<file path="src/rtl/mips_ctrl_pkg.sv">
// mips_ctrl_pkg: opcodes, FSM states and opcode classes for the multicycle controller
package mips_ctrl_pkg;
    localparam logic [5:0] OP_RTYPE = 6'b100000;
    localparam logic [5:0] OP_LI    = 6'b111000;
    localparam logic [5:0] OP_LUI   = 6'b111001;
    localparam logic [5:0] OP_ADDI  = 6'b110000;
    localparam logic [5:0] OP_ANDI  = 6'b110010;
    localparam logic [5:0] OP_ORI   = 6'b110011;
    localparam logic [5:0] OP_B     = 6'b111111;
    localparam logic [5:0] OP_BEQ   = 6'b000000;
    localparam logic [5:0] OP_BNE   = 6'b000001;
    localparam logic [5:0] OP_LW    = 6'b001111;
    localparam logic [5:0] OP_SW    = 6'b011111;
    typedef enum logic [2:0] {ST_IFETCH, ST_DECODE, ST_EXEC, ST_MEM, ST_WB, ST_BRANCH} state_t;
    typedef enum logic [2:0] {CL_RTYPE, CL_IALU, CL_BRANCH, CL_LOAD, CL_STORE, CL_ILLEGAL} op_class_t;
endpackage

</file>
<file path="src/rtl/mips_op_class.sv">
// mips_op_class: combinational map from opcode to instruction class
module mips_op_class
    import mips_ctrl_pkg::*;
(
    input  logic [5:0] opcode_i,
    output op_class_t  op_class_o
);
    // anything not listed decodes as illegal
    always_comb begin
        op_class_o = CL_ILLEGAL;
        case (opcode_i)
            OP_RTYPE:                               op_class_o = CL_RTYPE;
            OP_LI, OP_LUI, OP_ADDI, OP_ANDI, OP_ORI: op_class_o = CL_IALU;
            OP_B, OP_BEQ, OP_BNE:                   op_class_o = CL_BRANCH;
            OP_LW:                                  op_class_o = CL_LOAD;
            OP_SW:                                  op_class_o = CL_STORE;
            default:                                op_class_o = CL_ILLEGAL;
        endcase
    end
endmodule

</file>
<file path="src/rtl/mips_multicycle_ctrl.sv">
// mips_multicycle_ctrl: multicycle MIPS control FSM with memory handshake and retired counter
module mips_multicycle_ctrl
    import mips_ctrl_pkg::*;
#(
    parameter int CNT_W = 32
) (
    input  logic             Clk,
    input  logic             Rst_n,
    input  logic [5:0]       Opcode,
    input  logic             Zero,
    input  logic             Mem_ready,
    output logic             Instr_RdEn,
    output logic             IR_LdEn,
    output logic             PC_LdEn,
    output logic             PC_sel,
    output logic             Imm_route_pc,
    output logic             ALU_Bin_sel,
    output logic             RF_WrEn,
    output logic             RF_WrData_sel,
    output logic             Mem_RdEn,
    output logic             Mem_WrEn,
    output logic             Illegal,
    output logic [CNT_W-1:0] Retired
);
    state_t            state_q, state_d;
    op_class_t         class_q, dec_class;
    logic              imm_q, ill_q;
    logic [CNT_W-1:0]  ret_q, ret_d;
    logic              fetch, ir_ld, pc_ld, pc_sel, bsel, rf_we, wd_sel, mrd, mwr, inc;

    mips_op_class u_class (.opcode_i(Opcode), .op_class_o(dec_class));

    // next state and datapath enables from state plus registered class
    always_comb begin
        state_d = state_q;
        fetch   = 1'b0;
        ir_ld   = 1'b0;
        pc_ld   = 1'b0;
        pc_sel  = 1'b0;
        bsel    = 1'b0;
        rf_we   = 1'b0;
        wd_sel  = 1'b0;
        mrd     = 1'b0;
        mwr     = 1'b0;
        inc     = 1'b0;
        case (state_q)
            ST_IFETCH: begin
                fetch   = 1'b1;
                ir_ld   = Mem_ready;
                state_d = Mem_ready ? ST_DECODE : ST_IFETCH;
            end
            ST_DECODE: begin
                pc_ld   = dec_class == CL_ILLEGAL;
                state_d = dec_class == CL_ILLEGAL ? ST_IFETCH :
                          dec_class == CL_BRANCH  ? ST_BRANCH : ST_EXEC;
            end
            ST_EXEC: begin
                bsel    = class_q != CL_RTYPE;
                state_d = (class_q == CL_LOAD || class_q == CL_STORE) ? ST_MEM : ST_WB;
            end
            ST_MEM: begin
                bsel    = 1'b1;
                mrd     = class_q == CL_LOAD;
                mwr     = class_q == CL_STORE;
                pc_ld   = mwr && Mem_ready;
                inc     = mwr && Mem_ready;
                state_d = !Mem_ready ? ST_MEM : mrd ? ST_WB : ST_IFETCH;
            end
            ST_WB: begin
                rf_we   = 1'b1;
                wd_sel  = class_q == CL_LOAD;
                pc_ld   = 1'b1;
                inc     = 1'b1;
                state_d = ST_IFETCH;
            end
            ST_BRANCH: begin
                pc_ld   = 1'b1;
                inc     = 1'b1;
                pc_sel  = Opcode == OP_B ? 1'b1 : Opcode == OP_BEQ ? Zero : !Zero;
                state_d = ST_IFETCH;
            end
            default: state_d = ST_IFETCH;
        endcase
    end

    assign ret_d = inc ? ret_q + CNT_W'(1) : ret_q;

    // state, class/route capture at DECODE, sticky illegal flag and retired count
    always_ff @(posedge Clk) begin
        if (!Rst_n) begin
            state_q <= ST_IFETCH;
            class_q <= CL_RTYPE;
            imm_q   <= 1'b0;
            ill_q   <= 1'b0;
            ret_q   <= '0;
        end else begin
            state_q <= state_d;
            ret_q   <= ret_d;
            ill_q   <= ill_q | (state_q == ST_DECODE && dec_class == CL_ILLEGAL);
            if (state_q == ST_DECODE) begin
                class_q <= dec_class;
                imm_q   <= dec_class == CL_BRANCH;
            end
        end
    end

    assign Instr_RdEn    = Rst_n & fetch;
    assign IR_LdEn       = Rst_n & ir_ld;
    assign PC_LdEn       = Rst_n & pc_ld;
    assign PC_sel        = Rst_n & pc_sel;
    assign Imm_route_pc  = Rst_n & imm_q;
    assign ALU_Bin_sel   = Rst_n & bsel;
    assign RF_WrEn       = Rst_n & rf_we;
    assign RF_WrData_sel = Rst_n & wd_sel;
    assign Mem_RdEn      = Rst_n & mrd;
    assign Mem_WrEn      = Rst_n & mwr;
    assign Illegal       = Rst_n & ill_q;
    assign Retired       = Rst_n ? ret_q : '0;
endmodule
</file>
<file path="config.mk">
export PLATFORM = sky130hd
export DESIGN_NAME = mips_multicycle_ctrl
export DESIGN_NICKNAME = d
export VERILOG_FILES = /design/src/rtl/mips_ctrl_pkg.sv /design/src/rtl/mips_op_class.sv /design/src/rtl/mips_multicycle_ctrl.sv
export SDC_FILE = /design/constraint.sdc
export NUM_CORES = 1
export LEC_CHECK = 0
export BUFFER_PORTS_ARGS = -buffer_cell sky130_fd_sc_hd__buf_2
export CAP_MARGIN = 10
export CORE_MARGIN = 2
export CORE_UTILIZATION = 40
export CTS_BUF_LIST = sky130_fd_sc_hd__clkbuf_2 sky130_fd_sc_hd__clkbuf_4 sky130_fd_sc_hd__clkbuf_8
export CTS_CLUSTER_DIAMETER = 50
export CTS_CLUSTER_SIZE = 10
export DETAILED_ROUTE_END_ITERATION = 8
export PLACE_DENSITY = 0.67
export SYNTH_ARGS = -nofsm -noshare
export SYNTH_HDL_FRONTEND = slang
export SYNTH_SLANG_ARGS = --single-unit
</file>
<file path="constraint.sdc">
create_clock -name Clk -period 1.8 [get_ports Clk]
set_clock_uncertainty 0.05 [all_clocks]
set_input_delay 0 -clock Clk [delete_from_list [all_inputs] [get_ports Clk]]
set_output_delay 0 -clock Clk [all_outputs]
set_load 0.02 [all_outputs]
</file>
==> results.tsv <==
stage	metric	value	unit
synth	async_flop_share	0	%
route	via_per_inst	5.56	
critical_path	cpMaxStageDelayCell	dfxtp_2	
placed_design	numPortBuffers	52	
clock_tree	cts_tree	built	
power_and_ir_drop	comb_power_share	9.4	%
placed_design	post-place-ws	-0.0376	ns
job	cap_violations	0	
route	first_iter_violations	112	
route	wl	7.71	mm
clock_tree	clk_latency	0.30	ns
synth	synth_edf_count	0	
route	dr.pass1.iters	4	
final_layout	final_layout_size_suffix_gt1_share	47.2	%
critical_path	crit_fanout	6	
power_and_ir_drop	p_int	1.67	mW
floorplan	io_pins	53	
timing	slew_headroom	63.8	%
floorplan	dieArea	0.00667	sq mm
power_and_ir_drop	irDropWorstVdd	0.000333	V
clock_tree	hold_buffers	0	
power_and_ir_drop	seq_power_share	42.5	%
final_layout	fin_nets	398	
run_status	outcome	finished with violations	
power_and_ir_drop	power.switching	0.454	mW
final_layout	seq_area	815	sq um
timing	drv_slew	0	
final_layout	multiInputGateArea	0.00187	sq mm
power_and_ir_drop	p_leak	1.86	nW
synth	yosys_warnings	0	
timing	worst_pin_slew	0.538	ns
critical_path	worstPathArrival	2.00	ns
grt	grt_pass1_wl	9.85	mm
floorplan	fp.dieH	81.7	microns
synth	synth_top_area_cell	dfxtp_1	
critical_path	startpoint_type	register	
synth	yosysUniqueCellTypes	52	
synth	netlist_area	0.00241	sq mm
synth	synth_ff_type	dfxtp_1	
clock_tree	cts_sinks	40	
floorplan	die_x	81.7	microns
grt	first_global_vias	2144	
placed_design	dpl.hpwl	4.36	mm
grt	grt_usage	18.9	%
final_layout	n_fill_cell	459	
route	vias	2573	
critical_path	crit_required	1.94	ns
power_and_ir_drop	switching_share	21.3	%
synth	ys_ff_latch	40	
route	detail-route-antenna-nets	0	
synth	synth_top_cell_area_share	33.2	%
clock_tree	numCtsBuffers	5	
placed_design	dp_cells	436	
synth	synth.most_common_cell	dfxtp_1	
critical_path	crit_family	simple AND/OR/NAND/NOR gates	
timing	fin_crit	1.86	ns
route	drc	0	
critical_path	cp_num_buf_inv	1	
critical_path	crit_chain	ha_4, and4_4, nand4_1, buf_6, nor3_4, mux2_2	
timing	grt_setup_unrepaired	true	
worst_hold_path	hold_path_class	in2reg	
grt	antenna_found_initial	0	
clock_tree	cts_max_path_buffers	2	
floorplan	rows	28	
timing	min_period_over_period	103	%
clock_tree	htreeDepth	2	
grt	grt_overflow	0	
synth	synth.avg_cell_area	8.21	sq um
critical_path	slowest_delay	0.40	ns
synth	synth_top_cells_by_area	dfxtp_1 33%, and2_1 9.3%, mux2_2 7.0%, nor2_1 5.6%, a21oi_1 3.3%	
synth	synth_nets	305	
power_and_ir_drop	p_per_area	567	mW/mm^2
final_layout	final_cells	463	
critical_path	critical_path_class	reg2reg	
floorplan	floorplan.initialDensity	41.0	%
timing	fin_ws	-0.0608	ns
placed_design	place.gp.congestion	0.883	
final_layout	n_antenna_cell	0	
timing	setup_viol	11	
timing	final_hold_viol_count	0	
timing	max_freq	0.537	GHz
final_layout	syn2layout_area_growth	55.5	%
clock_tree	path_clk_slew	0.08	ns
grt	grt_max_degree	25	
critical_path	crit_path_end_kind	register	
synth	synthCells	294	
synth	synth_common_cells	40 x dfxtp_1, 36 x and2_1, 36 x nor2_1	
clock_tree	cts-root-buf	clkbuf_8	
floorplan	core_area	0.00589	sq mm
run_status	violations	setup timing	
route	routedWlPerCell	16.7	microns
synth	yosysSeqAreaShare	33.2	%
power_and_ir_drop	power.share.clock	48.2	%
==> cell usage in the layout (no fill, tap or decap), drive strengths merged, types with 9 or more instances in the layout <==
master	n
nand2	14
nor2	36
a21oi	16
and2	36
clkbuf	9
buf	100
dfxtp	40
nor3	13
nand3	11
o21ai	10
mux2	21
==> worst reg2reg max path, cell delays in order (launching register included) <==
cell and delay (ns):
dfxtp_2 0.40, ha_4 0.15, and4_4 0.25, nand4_1 0.13, buf_6 0.19, nor3_4 0.23
mux2_2 0.37
==> sequential cells by signal, indices dropped and copies added (netlist names) <==
signal and count:
class_q 3, ill_q 1, imm_q 1, ret_q 32, state_q 3
==> final timing paths <==
kind	from	endpoint	slack, ns	cells past startpoint
hold reg to reg	imm_q	imm_q	0.49	2
hold / removal	Opcode[4]	class_q[2]	0.005	3
setup / recovery	ret_q[1]	ret_q[24]	-0.06	6
setup reg to reg	ret_q[1]	ret_q[24]	-0.06	6
==> cells by family after synthesis <==
logic type	Yosys count	share of synthesized area, %
AND/OR/NAND/NOR	161	39.2
flip-flops	40	33.2
XOR/XNOR	1	0.363
AO/OA/AOI/OAI	44	11.6
buffers and inverters	24	4.51
adder cells (fa/ha/maj)	1	0.518
multiplexers	23	10.6
==> layer usage <==
metal	track usage (%)	part of all wire, %	vias to the layer above
met5	0	0	-
met4	7.17	2.3	0
met3	4.29	5.0	25
met2	32.3	52	85
met1	23.1	41	1217
li1	-	-	1246
==> metrics by stage <==
step / power, mW / utilization (%) / setup TNS (ns) / hold WS [ns] / instance area [sq um]
floorplan: 1.03 / - / 0 / 0.127 / 2410
global placement: 1.09 / 50.4 / 0 / 0.316 / 2970
detailed placement: 1.10 / 50.4 / -0.0886 / 0.325 / 2970
CTS: 2.10 / 54.4 / -0.0907 / 0.00804 / 3200
global route: 2.19 / 63.8 / -1.16 / 0.0225 / 3750
finish: 2.13 / 63.8 / -0.218 / 0.00471 / 3750
==> power by group through the flow <==
| stage | logic (mW) | registers, mW | clock network (mW) |
|---|---|---|---|
| global placement | 0.170 | 0.924 | 0 |
| global route | 0.218 | 0.905 | 1.06 |
| finish | 0.200 | 0.903 | 1.02 |
| CTS | 0.175 | 0.904 | 1.02 |
| floorplan | 0.102 | 0.925 | 0 |
| detailed placement | 0.172 | 0.925 | 0 |
==> repair_timing <==
item / 4_1_cts / 5_1_grt
setup buffers: 0 / 14
hold endpoints to repair: 0 / 0
pin swaps: 0 / 25
gates resized for setup: 12 / 75
gates cloned: 0 / 5
setup endpoints to repair: 8 / 25
==> cell type report <==
class                      instances  share of cell area [%]
tap                               75                    2.50
sequential                        40                    21.7
multi-input combinational        230                    49.7
inverter                           6                   0.600
timing repair buffer             104                    21.2
clock buffer                       5                    1.83
clock inverter                     3                    2.40
(Power assumes the default switching activity.)
